==> src/rtl/remote_pos_packer_if.sv <==
// remote_pos_packer_if
// AXI-Stream TX bundle between the position packer and the network port.
//   o_tdata  : beat payload (slots or the iteration's marker count)
//   o_tvalid : beat valid
//   i_tready : downstream ready
//   o_tlast  : set on the marker beat only
//   o_tdest  : destination FPGA id
// master: the packer side. slave: the network TX side.
interface remote_pos_packer_if #(
   parameter int TDATA_WIDTH = 512,
   parameter int DEST_WIDTH  = 4
) ();
   logic [TDATA_WIDTH-1:0] o_tdata;
   logic                   o_tvalid;
   logic                   i_tready;
   logic                   o_tlast;
   logic [DEST_WIDTH-1:0]  o_tdest;

   modport master (output o_tdata, output o_tvalid, output o_tlast, output o_tdest,
                   input  i_tready);
   modport slave  (input  o_tdata, input  o_tvalid, input  o_tlast, input  o_tdest,
                   output i_tready);
endinterface

==> src/rtl/remote_pos_packer.sv <==
// remote_pos_packer
// Packs {lifetime, gcid, offset packet} records into multi-slot AXI-Stream
// beats for one destination FPGA. Beats are queued in an output FIFO that
// honours backpressure. At iteration end a partial beat is flushed and a
// tlast marker beat carrying the iteration's record count is sent.
//
// Ports:
//   clk, rst_n      clock, synchronous active-low reset
//   i_dest_id       destination id, captured on reset release / i_iter_start
//   i_pkt, i_gcid,
//   i_lifetime,
//   i_valid/o_ready record input handshake
//   i_iter_done     level, ends the current iteration
//   i_iter_start    pulse, starts the next iteration (only honoured in DONE)
//   axis            AXI-Stream TX (master modport)
//   o_pkt_count     records accepted this iteration
//   o_done          marker beat accepted downstream
//
// Optional build macro REMOTE_POS_TIMEOUT_FLUSH_EN: pushes a partial beat
// after TIMEOUT_CYCLES consecutive cycles without an accepted record.
//
// state | meaning
// FILL  | accepting records into the staging beat
// FLUSH | pushing the partial staging beat, if any
// MARK  | pushing the tlast marker beat with the record count
// DONE  | waiting for the marker to drain and for i_iter_start
module remote_pos_packer #(
   parameter int OFFSET_PKT_WIDTH = 80,
   parameter int GCID_WIDTH       = 9,
   parameter int LIFETIME_WIDTH   = 4,
   parameter int TDATA_WIDTH      = 512,
   parameter int SLOT_WIDTH       = 128,
   parameter int FIFO_DEPTH       = 8,
   parameter int DEST_WIDTH       = 4,
   parameter int CNT_WIDTH        = 16,
   parameter int TIMEOUT_CYCLES   = 64
) (
   input  logic                        clk,
   input  logic                        rst_n,
   input  logic [DEST_WIDTH-1:0]       i_dest_id,
   input  logic [OFFSET_PKT_WIDTH-1:0] i_pkt,
   input  logic [GCID_WIDTH-1:0]       i_gcid,
   input  logic [LIFETIME_WIDTH-1:0]   i_lifetime,
   input  logic                        i_valid,
   output logic                        o_ready,
   input  logic                        i_iter_done,
   input  logic                        i_iter_start,
   remote_pos_packer_if.master         axis,
   output logic [CNT_WIDTH-1:0]        o_pkt_count,
   output logic                        o_done
);

   localparam int SLOTS = TDATA_WIDTH / SLOT_WIDTH;
   localparam int IDX_W = (SLOTS > 1) ? $clog2(SLOTS) : 1;
   localparam int PTR_W = $clog2(FIFO_DEPTH);
   localparam int REC_W = OFFSET_PKT_WIDTH + GCID_WIDTH + LIFETIME_WIDTH;
   localparam logic [IDX_W-1:0] IDX_LAST = IDX_W'(SLOTS - 1);

   localparam logic [1:0] ST_FILL  = 2'd0;
   localparam logic [1:0] ST_FLUSH = 2'd1;
   localparam logic [1:0] ST_MARK  = 2'd2;
   localparam logic [1:0] ST_DONE  = 2'd3;

   if (REC_W + 1 > SLOT_WIDTH) begin : g_bad_slot
      $error("remote_pos_packer: record plus valid bit does not fit in a slot");
   end
   if (TDATA_WIDTH % SLOT_WIDTH != 0) begin : g_bad_tdata
      $error("remote_pos_packer: TDATA_WIDTH must be a multiple of SLOT_WIDTH");
   end
   if (CNT_WIDTH > TDATA_WIDTH || FIFO_DEPTH < 2 || TIMEOUT_CYCLES < 1) begin : g_bad_misc
      $error("remote_pos_packer: unsupported CNT_WIDTH/FIFO_DEPTH/TIMEOUT_CYCLES");
   end

   logic [1:0]             state_q, state_d;
   logic [IDX_W-1:0]       idx_q, idx_d;
   logic [TDATA_WIDTH-1:0] stage_q, stage_d;
   logic [CNT_WIDTH-1:0]   cnt_q, cnt_d;
   logic [DEST_WIDTH-1:0]  tdest_q, tdest_d;
   logic                   live_q;
   logic [PTR_W:0]         wr_ptr_q, wr_ptr_d, rd_ptr_q, rd_ptr_d;
   logic [TDATA_WIDTH:0]   mem_q [FIFO_DEPTH];

`ifdef REMOTE_POS_TIMEOUT_FLUSH_EN
   localparam int IDLE_W = (TIMEOUT_CYCLES > 1) ? $clog2(TIMEOUT_CYCLES) : 1;
   logic [IDLE_W-1:0] idle_q, idle_d;
`endif

   logic                   fifo_empty, fifo_full, pop, accept;
   logic                   push, push_last;
   logic [TDATA_WIDTH-1:0] push_data;
   logic [SLOT_WIDTH-1:0]  new_slot;
   logic [TDATA_WIDTH-1:0] stage_ins;
   logic [TDATA_WIDTH:0]   head;

   // Extra pointer MSB tells full from empty when the indices match.
   assign fifo_empty = (wr_ptr_q == rd_ptr_q);
   assign fifo_full  = (wr_ptr_q[PTR_W] != rd_ptr_q[PTR_W]) &&
                       (wr_ptr_q[PTR_W-1:0] == rd_ptr_q[PTR_W-1:0]);
   assign pop        = !fifo_empty && axis.i_tready;

   // live_q keeps o_ready low while reset is held.
   assign o_ready = live_q && (state_q == ST_FILL) && !fifo_full;
   assign accept  = i_valid && o_ready;

   always_comb begin
      new_slot = '0;
      new_slot[REC_W-1:0]    = {i_lifetime, i_gcid, i_pkt};
      new_slot[SLOT_WIDTH-1] = 1'b1;
      stage_ins = stage_q;
      stage_ins[idx_q*SLOT_WIDTH +: SLOT_WIDTH] = new_slot;
   end

   always_comb begin
      state_d   = state_q;
      idx_d     = idx_q;
      stage_d   = stage_q;
      cnt_d     = cnt_q;
      tdest_d   = tdest_q;
      push      = 1'b0;
      push_last = 1'b0;
      push_data = '0;
`ifdef REMOTE_POS_TIMEOUT_FLUSH_EN
      idle_d    = idle_q;
`endif

      if (!live_q) begin
         tdest_d = i_dest_id;
      end

      case (state_q)
         ST_FILL: begin
            if (accept) begin
               cnt_d = cnt_q + 1'b1;
               if (idx_q == IDX_LAST) begin
                  push      = 1'b1;
                  push_data = stage_ins;
                  stage_d   = '0;
                  idx_d     = '0;
               end else begin
                  stage_d = stage_ins;
                  idx_d   = idx_q + 1'b1;
               end
            end
`ifdef REMOTE_POS_TIMEOUT_FLUSH_EN
            // Down-counter reloaded on every acceptance; terminal count
            // with a partial beat pending forces it out.
            if (accept) begin
               idle_d = IDLE_W'(TIMEOUT_CYCLES - 1);
            end else if (idx_q != '0) begin
               if (idle_q != '0) begin
                  idle_d = idle_q - 1'b1;
               end else if (!fifo_full) begin
                  push      = 1'b1;
                  push_data = stage_q;
                  stage_d   = '0;
                  idx_d     = '0;
               end
            end
`endif
            if (i_iter_done) begin
               state_d = ST_FLUSH;
            end
         end
         ST_FLUSH: begin
            if (idx_q == '0) begin
               state_d = ST_MARK;
            end else if (!fifo_full) begin
               push      = 1'b1;
               push_data = stage_q;
               stage_d   = '0;
               idx_d     = '0;
               state_d   = ST_MARK;
            end
         end
         ST_MARK: begin
            if (!fifo_full) begin
               push      = 1'b1;
               push_last = 1'b1;
               push_data = TDATA_WIDTH'(cnt_q);
               state_d   = ST_DONE;
            end
         end
         default: begin
            if (i_iter_start) begin
               cnt_d   = '0;
               idx_d   = '0;
               stage_d = '0;
               tdest_d = i_dest_id;
               state_d = ST_FILL;
            end
         end
      endcase

      wr_ptr_d = wr_ptr_q + (PTR_W+1)'(push);
      rd_ptr_d = rd_ptr_q + (PTR_W+1)'(pop);
   end

   always_ff @(posedge clk) begin
      if (!rst_n) begin
         state_q  <= ST_FILL;
         idx_q    <= '0;
         stage_q  <= '0;
         cnt_q    <= '0;
         tdest_q  <= '0;
         live_q   <= 1'b0;
         wr_ptr_q <= '0;
         rd_ptr_q <= '0;
`ifdef REMOTE_POS_TIMEOUT_FLUSH_EN
         idle_q   <= '0;
`endif
      end else begin
         state_q  <= state_d;
         idx_q    <= idx_d;
         stage_q  <= stage_d;
         cnt_q    <= cnt_d;
         tdest_q  <= tdest_d;
         live_q   <= 1'b1;
         wr_ptr_q <= wr_ptr_d;
         rd_ptr_q <= rd_ptr_d;
`ifdef REMOTE_POS_TIMEOUT_FLUSH_EN
         idle_q   <= idle_d;
`endif
      end
   end

   // Pushes only happen with space, so a write never lands on the head.
   always_ff @(posedge clk) begin
      if (push) begin
         mem_q[wr_ptr_q[PTR_W-1:0]] <= {push_last, push_data};
      end
   end

   // Head is masked when empty so the bus reads zero after reset.
   assign head          = fifo_empty ? '0 : mem_q[rd_ptr_q[PTR_W-1:0]];
   assign axis.o_tvalid = !fifo_empty;
   assign axis.o_tdata  = head[TDATA_WIDTH-1:0];
   assign axis.o_tlast  = head[TDATA_WIDTH];
   assign axis.o_tdest  = tdest_q;
   assign o_pkt_count   = cnt_q;
   assign o_done        = (state_q == ST_DONE) && fifo_empty;

endmodule
==> src/flat_wrapper.sv <==
// flat-port wrapper written by rule: the top's interface ports become plain ports
module remote_pos_packer_flat 
#(
   parameter int OFFSET_PKT_WIDTH = 80,
   parameter int GCID_WIDTH       = 9,
   parameter int LIFETIME_WIDTH   = 4,
   parameter int TDATA_WIDTH      = 512,
   parameter int SLOT_WIDTH       = 128,
   parameter int FIFO_DEPTH       = 8,
   parameter int DEST_WIDTH       = 4,
   parameter int CNT_WIDTH        = 16,
   parameter int TIMEOUT_CYCLES   = 64
)
  (clk, rst_n, i_dest_id, i_pkt, i_gcid, i_lifetime, i_valid, o_ready, i_iter_done, i_iter_start, o_pkt_count, o_done, axis_o_tdata, axis_o_tvalid, axis_o_tlast, axis_o_tdest, axis_i_tready);
  remote_pos_packer_if #(.TDATA_WIDTH(TDATA_WIDTH), .DEST_WIDTH(DEST_WIDTH)) axis_i ();
  input  logic clk;
  input  logic rst_n;
  input  logic [DEST_WIDTH-1:0] i_dest_id;
  input  logic [OFFSET_PKT_WIDTH-1:0] i_pkt;
  input  logic [GCID_WIDTH-1:0] i_gcid;
  input  logic [LIFETIME_WIDTH-1:0] i_lifetime;
  input  logic i_valid;
  output logic o_ready;
  input  logic i_iter_done;
  input  logic i_iter_start;
  output logic [CNT_WIDTH-1:0] o_pkt_count;
  output logic o_done;
  output wire logic [$bits(axis_i.o_tdata)-1:0] axis_o_tdata;
  output wire logic [$bits(axis_i.o_tvalid)-1:0] axis_o_tvalid;
  output wire logic [$bits(axis_i.o_tlast)-1:0] axis_o_tlast;
  output wire logic [$bits(axis_i.o_tdest)-1:0] axis_o_tdest;
  input wire logic [$bits(axis_i.i_tready)-1:0] axis_i_tready;
  assign axis_o_tdata = axis_i.o_tdata;
  assign axis_o_tvalid = axis_i.o_tvalid;
  assign axis_o_tlast = axis_i.o_tlast;
  assign axis_o_tdest = axis_i.o_tdest;
  assign axis_i.i_tready = axis_i_tready;
  remote_pos_packer #(.OFFSET_PKT_WIDTH(OFFSET_PKT_WIDTH), .GCID_WIDTH(GCID_WIDTH), .LIFETIME_WIDTH(LIFETIME_WIDTH), .TDATA_WIDTH(TDATA_WIDTH), .SLOT_WIDTH(SLOT_WIDTH), .FIFO_DEPTH(FIFO_DEPTH), .DEST_WIDTH(DEST_WIDTH), .CNT_WIDTH(CNT_WIDTH), .TIMEOUT_CYCLES(TIMEOUT_CYCLES)) u_core (.clk(clk), .rst_n(rst_n), .i_dest_id(i_dest_id), .i_pkt(i_pkt), .i_gcid(i_gcid), .i_lifetime(i_lifetime), .i_valid(i_valid), .o_ready(o_ready), .i_iter_done(i_iter_done), .i_iter_start(i_iter_start), .axis(axis_i), .o_pkt_count(o_pkt_count), .o_done(o_done));
endmodule
==> config.mk <==
export PLATFORM = sky130hd
export DESIGN_NAME = remote_pos_packer_flat
export DESIGN_NICKNAME = d
export VERILOG_FILES = /design/src/rtl/remote_pos_packer_if.sv /design/src/rtl/remote_pos_packer.sv /design/src/flat_wrapper.sv
export SDC_FILE = /design/constraint.sdc
export NUM_CORES = 2
export LEC_CHECK = 0
export BUFFER_PORTS_ARGS = -buffer_cell sky130_fd_sc_hd__buf_4
export CORE_UTILIZATION = 30
export DETAILED_ROUTE_END_ITERATION = 16
export HOLD_SLACK_MARGIN = 0.08
export PLACE_DENSITY = 0.45
export SETUP_SLACK_MARGIN = 0.05
export SKIP_LAST_GASP = 1
export SYNTH_ARGS = -nofsm -noshare
export SYNTH_HDL_FRONTEND = slang
export SYNTH_MEMORY_MAX_BITS = 65536
export SYNTH_SLANG_ARGS = --single-unit
==> constraint.sdc <==
create_clock -name clk -period 112.5 [get_ports clk]
set_clock_uncertainty 0.1 [all_clocks]
set_input_delay 33.75 -clock clk [delete_from_list [all_inputs] [get_ports clk]]
set_output_delay 33.75 -clock clk [all_outputs]
set_load 0.01 [all_outputs]
==> results.toml <==
[floorplanning]
core_um2 = 586000
die-width_um = 769
dieArea_um2 = 591000
initial_core_util_pct = 30.1
num_io_pins = 639
rows = 281
die_h_um = 769

[routing]
vias = 88800
ant_nets = 0
drt-vias-per-instance = 5.04
wirelength_um = 566000
drt-initial-drc-count = 8325
wl_per_cell_um = 32.1
drt_pass1_iterations = 8
drc = 0

[setup_path]
crit_top_cell = "buf_4"
path_class = "flip-flop to output pin"
critPathRequiredTime_ns = 78.65
arrival_ns = 6.81
critPathMaxStageDelay_ns = 0.87
cpMaxStageDelayCell = "buf_4"
crit_fanout = 59
crit_path_end_kind = "output pin"
cp-start-kind = "flip-flop"
path_cells = "buf_4 -> buf_4 -> buf_4 -> buf_4 -> buf_4 -> mux4_2 -> mux2i_1 -> nor2_1 -> buf_4"

[clock_network]
root_buffer = "clkbuf_16"
h-tree-depth = 6
clkLatencyLatePin_ns = 1.08
cts_tree = "yes"
cts_setup_buffers = 0
cts_buffers = 532
cts.sinks = 4649
cts_hold_buffers = 0
cts_resized = 0
cts_buffer_depth = 4
path_clk_slew_ns = 0.06

[synthesis]
ys_types = 54
ys.flop_type = "edfxtp_1"
ys_seq_area_share_pct = 76.0
async_flop_share_pct = 0
ys_top_cells_by_area = "edfxtp_1, mux4_2, dfxtp_1, a22o_1, mux2i_1"
synth-simple-area-share_pct = 2.85
synth.avg_cell_area_um2 = 20.6
yosys_warnings = 0
synthTopCellsByCount = "edfxtp_1, mux4_2, a22o_1"
synthAdderAreaFrac_pct = 0.0993
syn_inst = 8562
synth_top_family_by_area = "multiplexers"
yosys_register_bits = 4649
syn-num-nets = 8679
syn-cell-area_um2 = 176000
synthMuxAreaShare_pct = 16.0
yosys.area.top_type_share_pct = 69.9
yosysTopAreaCell = "edfxtp_1"
yosysMostFrequentCell = "edfxtp_1"
synth_compound_area_share_pct = 3.54
synth_edf_count = 4104
synth_xor_area_share_pct = 0.0596

[timing]
rsz0062_at_grt = "false"
min_period_ns = 40.66
timing.final.ws_setup_ns = 71.84
hold_viol = 0
worst-slew-pin-transition_ns = 1.19
setup_tns_ns = 0
fin_crit_sh_pct = 36.1
fmax_ghz = 0.0246
max-slew-margin-rel_pct = 20.3
slew_violations = 0
setup-violations-final = 0

[pwr]
leakage_nw = 67.3
powerDensity_nw_per_um2 = 23.3
ir_drop_mv = 0.0192

[grt]
grt_first_pass_wirelength_um = 773000
first_global_vias = 93100
grt_max_degree = 151
track_usage_pct = 18.7
grt_overflow_total = 0
antenna_found_initial = 75

[place]
dpl.hpwl_um = 323000
routabilityCongestion = 0.739
pre_cts_slack_ns = 72.68
portBuffers = 638
dp_cells = 16600

[finish]
instances_no_fill = 17600
final_layout_size_suffix_gt1_share_pct = 27.0
area_growth_pct = 18.0
fin_nets = 9507

[flow_run]
maxCapViolations = 0

[outcome]
status = "complete, no violations"

[min_path]
hp-class = "flip-flop to flip-flop"
## cells in the final DEF, fill, tap and decap left out, drive strengths merged, types with 2 or more instances in the layout
cell type | synthesis | routed
a21boi | 2 | 2
a21oi | 18 | 18
a222oi | 16 | 16
a22o | 635 | 635
a22oi | 4 | 4
a31oi | 7 | 7
and2 | 373 | 373
and3 | 5 | 5
buf | 305 | 836
bufinv | 0 | 38
clkbuf | 237 | 743
clkinv | 1 | 163
clkinvlp | 0 | 10
dfxtp | 545 | 545
diode | 0 | 27
edfxtp | 4104 | 4104
ha | 14 | 14
inv | 27 | 53
mux2i | 518 | 518
mux4 | 1026 | 1026
nand2 | 39 | 39
nand2b | 4 | 4
nand3 | 19 | 19
nand4 | 7 | 7
nor2 | 569 | 569
nor2b | 5 | 5
nor3 | 7 | 7
nor3b | 3 | 3
nor4 | 4 | 4
o21ai | 35 | 35
o31ai | 6 | 6
o41ai | 2 | 2
xnor2 | 6 | 6
xor2 | 6 | 6
## routing by layer
| layer | global-route usage, % | part of all wire (%) |
|---|---|---|
| met5 | 0 | 0.0049 |
| met2 | 30.5 | 48 |
| met1 | 25.6 | 44 |
| met4 | 5.01 | 2.9 |
| met3 | 3.50 | 6.0 |
## worst max-delay path: cells and delay by family, from the launching register on
kind	cells	cell delay (ns)
and+or+nand+nor	1	0.11
buffers and inverters	6	3.83
DFF	1	0.67
muxes	2	0.85
## layout make-up
class	instances	area [µm²]
Tap cell	7782	9740
Fill cell	54500	378000
Clock buffer	743	14800
Timing Repair Buffer	836	6570
Clock inverter	236	2820
Multi-Input combinational cell	3343	40000
Sequential cell	4649	134000
Inverter	28	105
Antenna cell	27	67.6
## per-stage QoR
stage	hold slack (ns)	area (µm²)	power [W]	util (%)
floorplan	0.321	176000	0.00273	-
global placement	0.333	191000	0.00317	32.5
detailed placement	0.335	191000	0.00318	32.5
CTS	0.351	208000	0.00492	35.5
global route	0.357	208000	0.00503	35.5
finish	0.346	208000	0.00484	35.6
## registers in the layout (all words and copies together), names as in the netlist
name,flops
u_core.mem_q,4104
u_core.stage_q,512
u_core.o_pkt_count,16
u_core.axis.o_tdest,4
u_core.rd_ptr_q,4
u_core.wr_ptr_q,4
u_core.idx_q,2
u_core.state_q,2
u_core.live_q,1
## report_power, final
group	switching, W	internal, W	total (W)
clock	0.000718	0.00102	0.00174
combinational	0.000691	0.000430	0.00112
sequential	0.0000262	0.00196	0.00199
## path summary, 6_finish.rpt
path                                                  startpoint                                to  slack [ns]  depth (start not counted)
worst max-delay path               u_core.rd_ptr_q[1]$_SDFF_PN0_                 axis_o_tdata[131]       71.84                          9
worst min-delay path            u_core.stage_q[115]$_SDFFE_PN0P_  u_core.stage_q[115]$_SDFFE_PN0P_        0.35                          1
worst min register to register  u_core.stage_q[115]$_SDFFE_PN0P_  u_core.stage_q[115]$_SDFFE_PN0P_        0.35                          1
worst max register to register     u_core.rd_ptr_q[2]$_SDFF_PN0_    u_core.mem_q[1][117]$_DFFE_PP_      105.57                         10
## cell families after synthesis
kind of cell             Yosys count
AO/OA/AOI/OAI                    731
buffers and inverters            570
XOR/XNOR                          12
multiplexers                    1544
AND/OR/NAND/NOR                 1042
adder cells (fa/ha/maj)           14
flip-flops                      4649
Note: power is estimated with default switching activity, not from simulation.
